File: config.mk
export PLATFORM = sky130hd
export DESIGN_NAME = bus_arbiter_rr_flat
export DESIGN_NICKNAME = d
export VERILOG_FILES = /design/src/rtl/bus_arbiter_rr_pkg.sv /design/src/rtl/bus_arbiter_rr_if.sv /design/src/rtl/bus_arbiter_rr_rr_next_picker.sv /design/src/rtl/bus_arbiter_rr.sv /design/src/flat_wrapper.sv
export SDC_FILE = /design/constraint.sdc
export NUM_CORES = 1
export LEC_CHECK = 0
export BUFFER_PORTS_ARGS = -buffer_cell sky130_fd_sc_hd__buf_2
export CORE_AREA = 10 10 47 49
export DETAILED_ROUTE_END_ITERATION = 8
export DIE_AREA = 0 0 57 59
export RECOVER_POWER = 100
export SLEW_MARGIN = 0
export SYNTH_ARGS = -nofsm -noshare
export SYNTH_HDL_FRONTEND = slang
export SYNTH_SLANG_ARGS = --single-unit
File: constraint.sdc
create_clock -name clk -period 5.9 [get_ports clk]
set_clock_uncertainty 0.2 [all_clocks]
set_input_delay 0.295 -clock clk [delete_from_list [all_inputs] [get_ports clk]]
set_output_delay 0.295 -clock clk [all_outputs]
set_load 0.1 [all_outputs]
File: src/rtl/bus_arbiter_rr_pkg.sv
// bus_arbiter_rr_pkg: constants shared by the round-robin bus arbiter slice.
// Holds the active-low enable/disable levels, the default master count and
// hold limit, and the reset polarity used by the arbiter registers.
// Optional feature macro used by this slice: BUS_ARB_HOLD_LIMIT_EN.
package bus_arbiter_rr_pkg;

    // Bus handshake lines are active-low: a 0 means "asserted".
    localparam logic ENABLE_  = 1'b0;
    localparam logic DISABLE_ = 1'b1;

    // Default sizing for a bus built around this arbiter.
    localparam int BUS_ARB_MASTERS_DEFAULT  = 4;
    localparam int BUS_ARB_MAX_HOLD_DEFAULT = 16;

    // The arbiter reset is synchronous and active-high.
    localparam logic RESET_ACTIVE = 1'b1;

endpackage

File: src/rtl/bus_arbiter_rr_if.sv
// bus_arbiter_rr_if: request/lock/grant bundle between the bus masters and
// the round-robin arbiter. The slave modport is the arbiter's view, the
// master modport is the view of the masters (or whatever models them).
interface bus_arbiter_rr_if
    import bus_arbiter_rr_pkg::*;
#(
    parameter int N_MASTERS = BUS_ARB_MASTERS_DEFAULT,
    localparam int OWNER_W  = $clog2(N_MASTERS)
);

    logic [N_MASTERS-1:0] mReq_;
    logic [N_MASTERS-1:0] mLock_;
    logic [N_MASTERS-1:0] mGrnt_;
    logic [OWNER_W-1:0]   owner;
    logic                 handoff;

    modport slave (
        input  mReq_,
        input  mLock_,
        output mGrnt_,
        output owner,
        output handoff
    );

    modport master (
        output mReq_,
        output mLock_,
        input  mGrnt_,
        input  owner,
        input  handoff
    );

endinterface

File: src/rtl/bus_arbiter_rr_rr_next_picker.sv
// rr_next_picker: combinational rotating scan. Starting just after 'start'
// and wrapping modulo N_MASTERS, returns the first index whose request bit
// is set. The start index itself is never returned as a hit.
module rr_next_picker #(
    parameter int N_MASTERS = 4,
    localparam int OWNER_W  = $clog2(N_MASTERS)
) (
    input  logic [N_MASTERS-1:0] req,
    input  logic [OWNER_W-1:0]   start,
    output logic                 found,
    output logic [OWNER_W-1:0]   idx
);

    // One extra bit so start+offset never overflows before the wrap.
    localparam logic [OWNER_W:0] N_WIDE = (OWNER_W+1)'(N_MASTERS);

    logic [OWNER_W:0]   sum;
    logic [OWNER_W-1:0] cand;

    // Scan from the farthest offset down so the nearest requester wins last.
    always_comb begin
        found = 1'b0;
        idx   = start;
        sum   = '0;
        cand  = '0;
        for (int off = N_MASTERS - 1; off >= 1; off--) begin
            sum = {1'b0, start} + (OWNER_W+1)'(off);
            if (sum >= N_WIDE) begin
                sum = sum - N_WIDE;
            end
            cand = sum[OWNER_W-1:0];
            if (req[cand]) begin
                found = 1'b1;
                idx   = cand;
            end
        end
    end

endmodule

File: src/rtl/bus_arbiter_rr.sv
// bus_arbiter_rr: parametrised round-robin arbiter for N bus masters with
// parking on the last owner, one-hot active-low grants, an encoded owner
// index and a one-cycle handoff pulse at the start of each new tenure.
// Optional macro BUS_ARB_HOLD_LIMIT_EN builds a hold counter that forces a
// handoff after MAX_HOLD contended cycles unless the owner holds its lock.
module bus_arbiter_rr
    import bus_arbiter_rr_pkg::*;
#(
    parameter int N_MASTERS = BUS_ARB_MASTERS_DEFAULT,
    parameter int MAX_HOLD  = BUS_ARB_MAX_HOLD_DEFAULT,
    localparam int OWNER_W  = $clog2(N_MASTERS)
) (
    input logic             clk,
    input logic             reset,
    bus_arbiter_rr_if.slave bus
);

    logic [N_MASTERS-1:0] req_act;
    logic                 own_req;
    logic                 pick_found;
    logic [OWNER_W-1:0]   pick_idx;
    logic                 force_handoff;
    logic [OWNER_W-1:0]   owner_d, owner_q;
    logic                 handoff_d, handoff_q;
    logic [N_MASTERS-1:0] grnt_n;

    // Convert the active-low requests to active-high and pick out the owner's.
    always_comb begin
        req_act = '0;
        for (int i = 0; i < N_MASTERS; i++) begin
            req_act[i] = (bus.mReq_[i] == ENABLE_);
        end
        own_req = req_act[owner_q];
    end

    rr_next_picker #(
        .N_MASTERS (N_MASTERS)
    ) u_picker (
        .req   (req_act),
        .start (owner_q),
        .found (pick_found),
        .idx   (pick_idx)
    );

`ifdef BUS_ARB_HOLD_LIMIT_EN
    localparam int HOLD_W = $clog2(MAX_HOLD);
    localparam logic [HOLD_W-1:0] HOLD_LAST = HOLD_W'(MAX_HOLD - 1);

    logic              own_lock;
    logic [HOLD_W-1:0] hold_cnt_d, hold_cnt_q;

    // A contended, unlocked owner at the last allowed cycle must give way.
    always_comb begin
        own_lock      = (bus.mLock_[owner_q] == ENABLE_);
        force_handoff = own_req && !own_lock && (hold_cnt_q == HOLD_LAST)
                        && pick_found;
    end

    // Count consecutive requesting cycles of the same owner, saturating.
    always_comb begin
        if ((owner_d != owner_q) || !own_req) begin
            hold_cnt_d = '0;
        end else if (hold_cnt_q != HOLD_LAST) begin
            hold_cnt_d = hold_cnt_q + 1'b1;
        end else begin
            hold_cnt_d = hold_cnt_q;
        end
    end

    // Hold counter register.
    always_ff @(posedge clk) begin
        if (reset == RESET_ACTIVE) begin
            hold_cnt_q <= '0;
        end else begin
            hold_cnt_q <= hold_cnt_d;
        end
    end
`else
    // Without the hold limit the lock lines and MAX_HOLD have no effect.
    localparam int unused_max_hold = MAX_HOLD;
    logic unused_lock;
    assign unused_lock   = ^bus.mLock_;
    assign force_handoff = 1'b0;
`endif

    // Next owner: forced rotation, then keep a requesting owner, then rotate
    // to the next requester, otherwise park on the current owner.
    always_comb begin
        owner_d = owner_q;
        if (force_handoff) begin
            owner_d = pick_idx;
        end else if (own_req) begin
            owner_d = owner_q;
        end else if (pick_found) begin
            owner_d = pick_idx;
        end
        handoff_d = (owner_d != owner_q);
    end

    // Owner and handoff registers; reset parks the bus on master 0.
    always_ff @(posedge clk) begin
        if (reset == RESET_ACTIVE) begin
            owner_q   <= '0;
            handoff_q <= 1'b0;
        end else begin
            owner_q   <= owner_d;
            handoff_q <= handoff_d;
        end
    end

    // Exactly one grant line low: the one belonging to the owner.
    always_comb begin
        grnt_n          = {N_MASTERS{DISABLE_}};
        grnt_n[owner_q] = ENABLE_;
    end

    assign bus.mGrnt_  = grnt_n;
    assign bus.owner   = owner_q;
    assign bus.handoff = handoff_q;

endmodule

File: src/flat_wrapper.sv
// flat-port wrapper written by rule: the top's interface ports become plain ports
module bus_arbiter_rr_flat import bus_arbiter_rr_pkg::*;
#(
    parameter int N_MASTERS = BUS_ARB_MASTERS_DEFAULT,
    parameter int MAX_HOLD  = BUS_ARB_MAX_HOLD_DEFAULT,
    localparam int OWNER_W  = $clog2(N_MASTERS)
)
  (clk, reset, bus_mReq_, bus_mLock_, bus_mGrnt_, bus_owner, bus_handoff);
  bus_arbiter_rr_if #(.N_MASTERS(N_MASTERS)) bus_i ();
  input logic clk;
  input logic reset;
  input wire logic [$bits(bus_i.mReq_)-1:0] bus_mReq_;
  input wire logic [$bits(bus_i.mLock_)-1:0] bus_mLock_;
  output wire logic [$bits(bus_i.mGrnt_)-1:0] bus_mGrnt_;
  output wire logic [$bits(bus_i.owner)-1:0] bus_owner;
  output wire logic [$bits(bus_i.handoff)-1:0] bus_handoff;
  assign bus_i.mReq_ = bus_mReq_;
  assign bus_i.mLock_ = bus_mLock_;
  assign bus_mGrnt_ = bus_i.mGrnt_;
  assign bus_owner = bus_i.owner;
  assign bus_handoff = bus_i.handoff;
  bus_arbiter_rr #(.N_MASTERS(N_MASTERS), .MAX_HOLD(MAX_HOLD)) u_core (.clk(clk), .reset(reset), .bus(bus_i));
endmodule
==> results of run 1 <==
## placed cells by master, fill, tap and decap left out, drive strengths merged
master | synthesis | layout
a32oi | 1 | 1
nand3 | 1 | 1
o21a | 1 | 1
a22o | 2 | 2
a211o | 1 | 1
buf | 1 | 5
mux2 | 3 | 3
o21ai | 1 | 1
nor2 | 2 | 2
ha | 4 | 4
o221a | 1 | 1
clkbuf | 0 | 11
a21o | 1 | 1
a21oi | 3 | 3
mux2i | 4 | 4
inv | 7 | 7
dfxtp | 3 | 3
nand2 | 2 | 2
## final cells by class
class,instances,area [um^2],share of cell area
Clock buffer,4,26.28,0.06287
Inverter,7,26.28,0.06287
Multi-Input combinational cell,27,234.0,0.5599
Sequential cell,3,60.06,0.1437
Tap cell,16,20.02,0.04790
Timing Repair Buffer,12,51.30,0.1228
## synthesized netlist by cell type
cell,number,share of area
a211o_2,1,0.030
a21o_1,1,0.022
a21oi_1,3,0.045
a22o_1,2,0.052
a32oi_1,1,0.026
buf_6,1,0.034
dfxtp_1,3,0.18
ha_1,4,0.15
inv_1,7,0.078
mux2_4,3,0.13
mux2i_1,4,0.12
nand2_1,2,0.022
nand3_1,1,0.015
nor2_1,2,0.022
o21a_1,1,0.022
o21ai_0,1,0.015
o221a_2,1,0.034
## sequential cells by signal (all words and copies together), names as in the netlist
signal / flops
u_core.bus.owner: 2
u_core.bus.handoff: 1
## per-stage QoR
stage,utilization,hold WS [ns],setup slack [ns]
finish,0.2982,0.06804,3.266
global route,0.2982,0.08280,3.140
CTS,0.3071,0.06500,3.628
detailed placement,0.2884,0.3104,3.626
global placement,0.2884,0.3073,3.651
floorplan,-,0.1641,3.220
## metal layers
metal | track usage | vias up
li1 | - | 165
met1 | 0.05332 | 155
met2 | 0.07132 | 7
met3 | 0.02790 | 0
met4 | 0.01007 | 0
met5 | 0 | -
## cells by family (layout without fill, tap and decap cells)
group                      count (synthesis)  count (layout)  share of synthesized area
and+or+nand+nor                            5               5                    0.05970
buffers and inverters                      8              23                     0.1120
adders and majority gates                  4               4                     0.1493
muxes                                      7               7                     0.2537
AOI/OAI and AO/OA                         11              11                     0.2463
DFF                                        3               3                     0.1791
## path summary, 6_finish.rpt
check	end	startpoint	cells after the start
setup / recovery	bus_mGrnt_[2]	u_core.bus.owner[0]	4
hold / removal	u_core.bus.handoff	reset	2
setup reg to reg	u_core.bus.owner[0]	u_core.bus.owner[0]	6
hold reg to reg	u_core.bus.handoff	u_core.bus.owner[1]	2
==> results by group, run 1 <==
Status
  – Outcome: complete, no violations

Route
  – 1st-iter DRT viols: 4
  – Wirelength per Cell: 11.77 um
  – DR pass1 iterations: 2
  – Via count: 327
  – Routed length on met1: 358 um
  – # DRC: 0
  – WL met2: 396 um
  – Routed wl met3: 57 um
  – Vias per cell: 4.739
  – Top sig layer: met3
  – Antenna Nets Post-Route: 0
  – Routed WL: 812 um

Synthesis
  – Syn Area/Cell: 8.824 um^2
  – Post-synthesis sequential area ratio: 0.1791
  – Yosys warning count: 0
  – Post-Syn Nets: 52
  – Mapped Area: 335.3 um^2
  – Yosys cell types: 17
  – FF+latch count, synth: 3
  – Syn Inst Count: 38

Cells and area
  – Nets@finish: 68
  – Diode count: 0
  – Design area: 417.9 um^2
  – Finished Layout Cells: 69
  – Fillers: 170
  – P&R area growth vs syn: 24.63%
  – Layout cells sized above 1: 0.2264

Critical path
  – WP data required: 5.41 ns
  – CP arrival: 2.14 ns
  – Crit path max fanout: 10
  – Reg2Reg Setup Slack: 3.61 ns
  – Cell mode on critical path: inv_1
  – Worst path buffer plus inverter count: 3
  – Slowest stage cell, crit path: clkbuf_1
  – Worst setup EP type: primary output
  – Worst path top cell family by delay: buffers and inverters
  – Cells along the critical path: inv_1, ha_1, inv_1, clkbuf_1
  – WS Path Type: reg2out
  – Worst setup SP type: register
  – CP peak stage delay: 0.86 ns

Floorplan
  – Num rows: 14
  – Die Span Y: 59 um
  – Initial Utilization: 0.2393
  – Die W: 57 um
  – Die area: 3363 um^2
  – Core Area: 1401 um^2
  – I/O pin count: 17

Place
  – Placed cell count: 65
  – Post-Place Cell Area: 404.1 um^2
  – GPL Wtd Cong: 0.8484
  – I/O Buffers: 12
  – Dpl hpwl: 618.3 um

Min path
  – Hold Path Class: in2reg

CTS
  – PostCTS Resize Cnt: 0
  – Htree depth: 1
  – CTS tree: built
  – Sink Count: 3
  – Hold buffer count at cts: 0
  – Setup Fix Bufs, Post-CTS: 0
  – Clk_lat worst skew: 0.24 ns
  – Longest Clk Path Bufs: 2
  – Worst-path clk slew: 0.03 ns
  – Clk root buf: clkbuf_4
  – Cts bufs inserted: 3

Timing
  – Max Transition Viols Final: 0
  – # setup viols final: 0
  – Worst relative slew slack: 0.2151
  – Fin. Hold Viols: 0
  – Post-layout min period: 2.634 ns
  – RSZ-0062 raised after global routing: no
  – FMAX: 0.3796 GHz
  – Setup TNS: 0 ns
  – Measured slew at the worst slew-check pin: 1.182 ns
  – Final worst-path cycle share: 0.4465

Global routing
  – Vias in the first global route: 301
  – Total track usage: 0.04620
  – Largest net degree at the start of global routing: 11
  – Initial antenna violation count: 0
  – Total congestion overflow: 0
  – First-pass GRT wire length: 1297 um

Run
  – Max-cap violations: 0
Power of run 1 is left out: the tool's default activity adds up to more than one toggle a clock period on the data nets, which glitch-free logic cannot reach.
==> run 2, diff against run 1 <==
- clock period: 5.9 -> 2.7 ns (I/O delays scaled with it)
==> run 2 against run 1 <==
  * Wire length grew 1.6%
  * Register-to-register slack lost 2.9 ns
  * Worst setup slack lost 2.8 ns
  * Non-clock buffer count grew 2
  * Critical path depth is the same
  * Global-route usage grew 0.86 points
  * First-iteration DRC count grew to 2.5 times the previous value
  * Final area grew 4.2%
  * Die area is the same
  * Cell count grew 2.9%
  * Critical endpoint is now bus_mGrnt_[1]
  * Largest cell class unchanged
  * Highest routed layer unchanged
==> results by group, run 2 (synthesized netlist as in run 1, its figures left out) <==
Status
  – Outcome: complete, no violations (unchanged)

Route
  – Vias per cell: 4.577 (was 4.739)
  – DR pass1 iterations: 4 (was 2)
  – Routed WL: 825 um (was 812 um)
  – # DRC: 0 (unchanged)
  – 1st-iter DRT viols: 10 (was 4)
  – Wirelength per Cell: 11.62 um (was 11.77 um)
  – Via count: 325 (was 327)
  – Antenna Nets Post-Route: 0 (unchanged)

CTS
  – Longest Clk Path Bufs: 2 (unchanged)
  – PostCTS Resize Cnt: 0 (unchanged)
  – Cts bufs inserted: 3 (unchanged)
  – Clk_lat worst skew: 0.23 ns (was 0.24 ns)
  – Sink Count: 3 (unchanged)
  – Worst-path clk slew: 0.04 ns (was 0.03 ns)
  – CTS tree: built (unchanged)
  – Htree depth: 1 (unchanged)
  – Setup Fix Bufs, Post-CTS: 0 (unchanged)
  – Clk root buf: clkbuf_4 (unchanged)

Global routing
  – Vias in the first global route: 331 (was 301)
  – GR Layer Usage met2: 0.07907 (was 0.07132)
  – GR Util met3: 0.03863 (was 0.02790)
  – Total congestion overflow: 0 (unchanged)
  – Met1 global-route usage: 0.05799 (was 0.05332)
  – Total track usage: 0.05481 (was 0.04620)
  – Largest net degree at the start of global routing: 10 (was 11)
  – First-pass GRT wire length: 1421 um (was 1297 um)
  – Initial antenna violation count: 0 (unchanged)
  – Most used routing layer: met2 (unchanged)

Timing
  – RSZ-0062 raised after global routing: no (unchanged)
  – # setup viols final: 0 (unchanged)
  – Measured slew at the worst slew-check pin: 1.181 ns (was 1.182 ns)
  – Fin. Hold Viols: 0 (unchanged)
  – WHS: 0.1270 ns (was 0.06804 ns)
  – Post-layout min period: 2.202 ns
  – Worst relative slew slack: 0.2158 (was 0.2151)
  – Max Transition Viols Final: 0 (unchanged)
  – Final worst-path cycle share: 0.8157
  – Setup TNS: 0 ns (unchanged)
  – FMAX: 0.4541 GHz

Critical path
  – CP peak stage delay: 0.86 ns (about the same)
  – WP data required: 2.37 ns (was 5.41 ns)
  – Crit path max fanout: 6 (was 10)
  – Worst setup SP type: register (unchanged)
  – Worst setup EP type: primary output (unchanged)
  – Slowest stage cell, crit path: clkbuf_1 (unchanged)
  – CP arrival: 1.87 ns (was 2.14 ns)
  – Worst path buffer plus inverter count: 3 (unchanged)
  – Cells along the critical path: inv_1, ha_1, inv_1, clkbuf_1 (unchanged)
  – Cell mode on critical path: inv_1 (unchanged)
  – Worst path top cell family by delay: buffers and inverters (unchanged)
  – WS Path Type: reg2out (unchanged)

Cells and area
  – Layout cells sized above 1: 0.2364 (was 0.2264)
  – Max reg flops: 2 (unchanged)
  – Most frequent cells in the layout: 8 x clkbuf_1, 7 x inv_1, 5 x buf_2 (unchanged)
  – Nets@finish: 70 (was 68)
  – P&R area growth vs syn: 29.85% (was 24.63%)
  – Diode count: 0 (unchanged)
  – Most common cell after layout, fill and taps aside: clkbuf_1 (unchanged)

Floorplan
  – Die Span Y: 59 um (unchanged)
  – Core Area: 1401 um^2 (unchanged)
  – I/O pin count: 17 (unchanged)
  – Die W: 57 um (unchanged)
  – Initial Utilization: 0.2393 (unchanged)
  – Die area: 3363 um^2 (unchanged)
  – Num rows: 14 (unchanged)

Place
  – GPL Wtd Cong: 0.8355 (was 0.8484)
  – Dpl hpwl: 649.4 um (was 618.3 um)
  – I/O Buffers: 12 (unchanged)

Min path
  – Hold Path Class: in2reg (unchanged)

Run
  – Max-cap violations: 0 (unchanged)
run 2: routing by layer:
| metal | wire length (um) | share of wire |
|---|---|---|
| met2 | 404 | 0.49 |
| met4 | 0 | 0 |
| met1 | 390 | 0.47 |
| met3 | 30 | 0.036 |
| met5 | 0 | 0 |
run 2: repair_timing:
item / 4_1_cts / 5_1_grt
endpoints found under the setup margin: 0 / 0
hold endpoints to repair: 2 / 0
hold buffers: 1 / 0
run 2: worst paths after layout:
path / from / slack, ns / cells after the start / end
max: u_core.bus.owner[1] / 0.50 / 4 / bus_mGrnt_[1]
min: bus_mReq_[0] / 0.13 / 4 / u_core.bus.owner[1]
max reg2reg: u_core.bus.owner[1] / 0.70 / 6 / u_core.bus.owner[0]
min reg2reg: u_core.bus.owner[0] / 0.46 / 3 / u_core.bus.owner[0]
run 2: layout make-up:
class / instances / area [um^2]
clock buffers: 4 / 26.28
fillers: 156 / 965.9
inverters: 7 / 26.28
multi-input cells: 27 / 234.0
flip-flops and latches: 3 / 60.06
well taps: 16 / 20.02
repair buffers: 14 / 68.82
run 2: worst register-to-register path, stage by stage, from the launching register on:
cell and delay [ns]:
dfxtp_1 0.41, inv_1 0.12, ha_1 0.32, inv_1 0.09
mux2i_1 0.19, o221a_2 0.22, mux2_1 0.31
run 2: stage by stage:
step	instance area [um^2]	worst slack [ns]	std cells	utilization
after floorplan	335.3	0.01980	38	-
after global placement	411.6	0.7221	66	0.2938
after detailed placement	411.6	0.6957	66	0.2938
after CTS	447.9	0.6924	71	0.3196
after global routing	435.4	0.3546	71	0.3107
final	435.4	0.4977	71	0.3107
Power of run 2 is left out for the same reason.
==> run 3, diff against run 2 <==
- ABC_AREA: unset -> 1
- clock period: 2.7 -> 1.8 ns (I/O delays scaled with it)
==> run 3 against run 2 <==
  * Cell count grew 45%
  * Critical endpoint is now bus_mGrnt_[2]
  * Wire length grew 25%
  * Largest cell class unchanged
  * Non-clock buffer count grew 3
  * First-iteration DRC count shrank 30%
  * Critical path depth grew 1
==> results by group, run 3 <==
Status
  – Outcome: complete, no violations (unchanged)

Timing
  – Final worst-path cycle share: 0.9524
  – Setup TNS: 0 ns (unchanged)
  – FMAX: 0.5833 GHz
  – Worst relative slew slack: 0.6399 (was 0.2158)
  – Post-layout min period: 1.714 ns
  – Max Transition Viols Final: 0 (unchanged)
  – # setup viols final: 0 (unchanged)
  – Fin. Hold Viols: 0 (unchanged)
  – WHS: 0.1169 ns (was 0.1270 ns)
  – RSZ-0062 raised after global routing: yes (was no)
  – Measured slew at the worst slew-check pin: 0.5425 ns (was 1.181 ns)

Route
  – 1st-iter DRT viols: 7 (was 10)
  – Vias per cell: 4.544 (was 4.577)
  – Routed WL: 1029 um (was 825 um)
  – Via count: 468 (was 325)
  – Antenna Nets Post-Route: 0 (unchanged)
  – # DRC: 0 (unchanged)
  – Wirelength per Cell: 9.990 um (was 11.62 um)
  – DR pass1 iterations: 4 (unchanged)

Critical path
  – WP data required: 1.51 ns (was 2.37 ns)
  – WS Path Type: reg2out (unchanged)
  – CP arrival: 1.42 ns (was 1.87 ns)
  – Slowest stage cell, crit path: buf_2 (was clkbuf_1)
  – Crit path max fanout: 8 (was 6)
  – Worst setup EP type: primary output (unchanged)
  – Cells along the critical path: inv_6, buf_4, ha_1, inv_1, buf_2 (was inv_1, ha_1, inv_1, clkbuf_1)
  – CP peak stage delay: 0.41 ns (was 0.86 ns)
  – Worst setup SP type: register (unchanged)

Synthesis
  – Syn Area/Cell: 5.877 um^2 (was 8.824 um^2)
  – Post-synth EDFFs: 0 (unchanged)
  – Post-synthesis sequential area ratio: 0.1548 (was 0.1791)
  – Top cells by area, synth: nand2_1 22%, dfxtp_1 15%, ha_1 13%, nand3_1 13%, inv_1 8.7% (was dfxtp_1 18%, ha_1 15%, mux2_4 13%, mux2i_1 12%, inv_1 7.8%)
  – Synth top area share: 0.2226 (was 0.1791)
  – Syn Inst Count: 66 (was 38)
  – Dominant cell type by area after synthesis: nand2_1 (was dfxtp_1)
  – Top cells by count, synth: 23 x nand2_1, 10 x nand3_1, 9 x inv_1 (was 7 x inv_1, 4 x ha_1, 4 x mux2i_1)
  – Dominant synthesized flop cell: dfxtp_1 (unchanged)
  – Post-Syn Nets: 80 (was 52)
  – Asr flop ratio synth: 0 (unchanged)
  – FF+latch count, synth: 3 (unchanged)
  – Mapped Area: 387.9 um^2 (was 335.3 um^2)
  – Yosys warning count: 0 (unchanged)
  – Count leader, synth: nand2_1 (was inv_1)
  – Yosys cell types: 13 (was 17)

Cells and area
  – Diode count: 0 (unchanged)
  – Most common cell after layout, fill and taps aside: nand2_1 (was clkbuf_1)
  – Post-layout util: 0.4170 (was 0.3107)
  – Most frequent cells in the layout: 22 x nand2_1, 8 x nand3_1, 7 x inv_1, 7 x buf_2 (was 8 x clkbuf_1, 7 x inv_1, 5 x buf_2)
  – Nets@finish: 102 (was 70)
  – Finished Layout Cells: 103 (was 71)
  – P&R area growth vs syn: 50.65% (was 29.85%)
  – Max reg flops: 2 (unchanged)
  – Layout cells sized above 1: 0.4483 (was 0.2364)

Floorplan
  – I/O pin count: 17 (unchanged)
  – Core Area: 1401 um^2 (unchanged)
  – Die W: 57 um (unchanged)
  – Initial Utilization: 0.2768 (was 0.2393)
  – Die Span Y: 59 um (unchanged)
  – Die area: 3363 um^2 (unchanged)
  – Num rows: 14 (unchanged)

Run
  – Max-cap violations: 0 (unchanged)

Place
  – I/O Buffers: 12 (unchanged)
  – Placed cell count: 96 (was 66)
  – Dpl hpwl: 823.1 um (was 649.4 um)
  – GPL Wtd Cong: 0.7790 (was 0.8355)

Global routing
  – Total track usage: 0.06353 (was 0.05481)
  – First-pass GRT wire length: 1828 um (was 1421 um)
  – Initial antenna violation count: 0 (unchanged)
  – Largest net degree at the start of global routing: 10 (unchanged)
  – Vias in the first global route: 472 (was 331)
  – Total congestion overflow: 0 (unchanged)

CTS
  – Clk root buf: clkbuf_4 (unchanged)
  – Cts bufs inserted: 3 (unchanged)
  – Clk_lat worst skew: 0.22 ns (was 0.23 ns)
  – Longest Clk Path Bufs: 2 (unchanged)
  – Sink Count: 3 (unchanged)
  – Htree depth: 1 (unchanged)
  – CTS tree: built (unchanged)
  – Worst-path clk slew: 0.04 ns (about the same)

Min path
  – Hold Path Class: in2reg (unchanged)
==> run 3: cell types whose count changed in the layout (fill, tap and decap cells not counted), moves of 3 or more <==
cell / before / now
nand2_1: 2 / 22
nand3_2: 0 / 4
mux2i_1: 4 / 0
buf_4: 1 / 4
nand3_1: 1 / 8
nand2_2: 0 / 5
clkbuf_1: 8 / 1
clkbuf_2: 0 / 5
==> run 3: final timing paths <==
path / start / endpoint / slack (ns) / cells after the start
hold / removal: bus_mReq_[0] / u_core.bus.owner[1] / 0.12 / 5
setup / recovery: u_core.bus.owner[0] / bus_mGrnt_[2] / 0.09 / 5
hold reg to reg: u_core.bus.owner[1] / u_core.bus.handoff / 0.43 / 4
setup reg to reg: u_core.bus.owner[1] / u_core.bus.handoff / 0.11 / 11
==> run 3: kinds of logic after synthesis <==
logic type               share of synthesized area
AO/OA/AOI/OAI                              0.07095
adder cells (fa/ha/maj)                     0.1290
AND/OR/NAND/NOR                             0.5387
flip-flops                                  0.1548
buffers and inverters                       0.1065
==> run 3: per-stage QoR <==
stage / area, um^2 / setup WS, ns
2_1_floorplan: 420.4 / -0.04531
3_3_place_gp: 515.5 / 0.1074
3_5_place_dp: 515.5 / 0.09202
4_1_cts: 551.8 / 0.07290
5_1_grt: 584.3 / -0.01463
6_report: 584.3 / 0.08570
==> run 3: worst max-delay path, delay by kind of cell, from the launching register on <==
kind,cells,cell delay [ns]
buf+inv,4,0.64
fa+ha+maj,1,0.19
flops,1,0.36
==> run 3: repair_timing <==
item / CTS / global route
setup endpoints to repair: 0 / 2
endpoints found under the hold margin: 3 / 0
resized for setup: 0 / 4
setup buffers: 0 / 2
hold buffers: 1 / 0
==> run 3: routing by layer <==
layer	up-vias	track usage	part of all wire
met5	-	0	0
met3	2	0.01717	0.045
met2	13	0.1147	0.48
met1	203	0.06532	0.46
li1	250	-	-
met4	0	0.03356	0.014
==> run 3: layout make-up <==
class                   instances  area, um^2
fillers                       160       817.0
multi-input cells              52       319.1
repair buffers                 17       100.1
flip-flops and latches          3       67.56
inverters                      11       51.30
clock buffers                   4       26.28
well taps                      16       20.02
Power of run 3 is left out for the same reason.
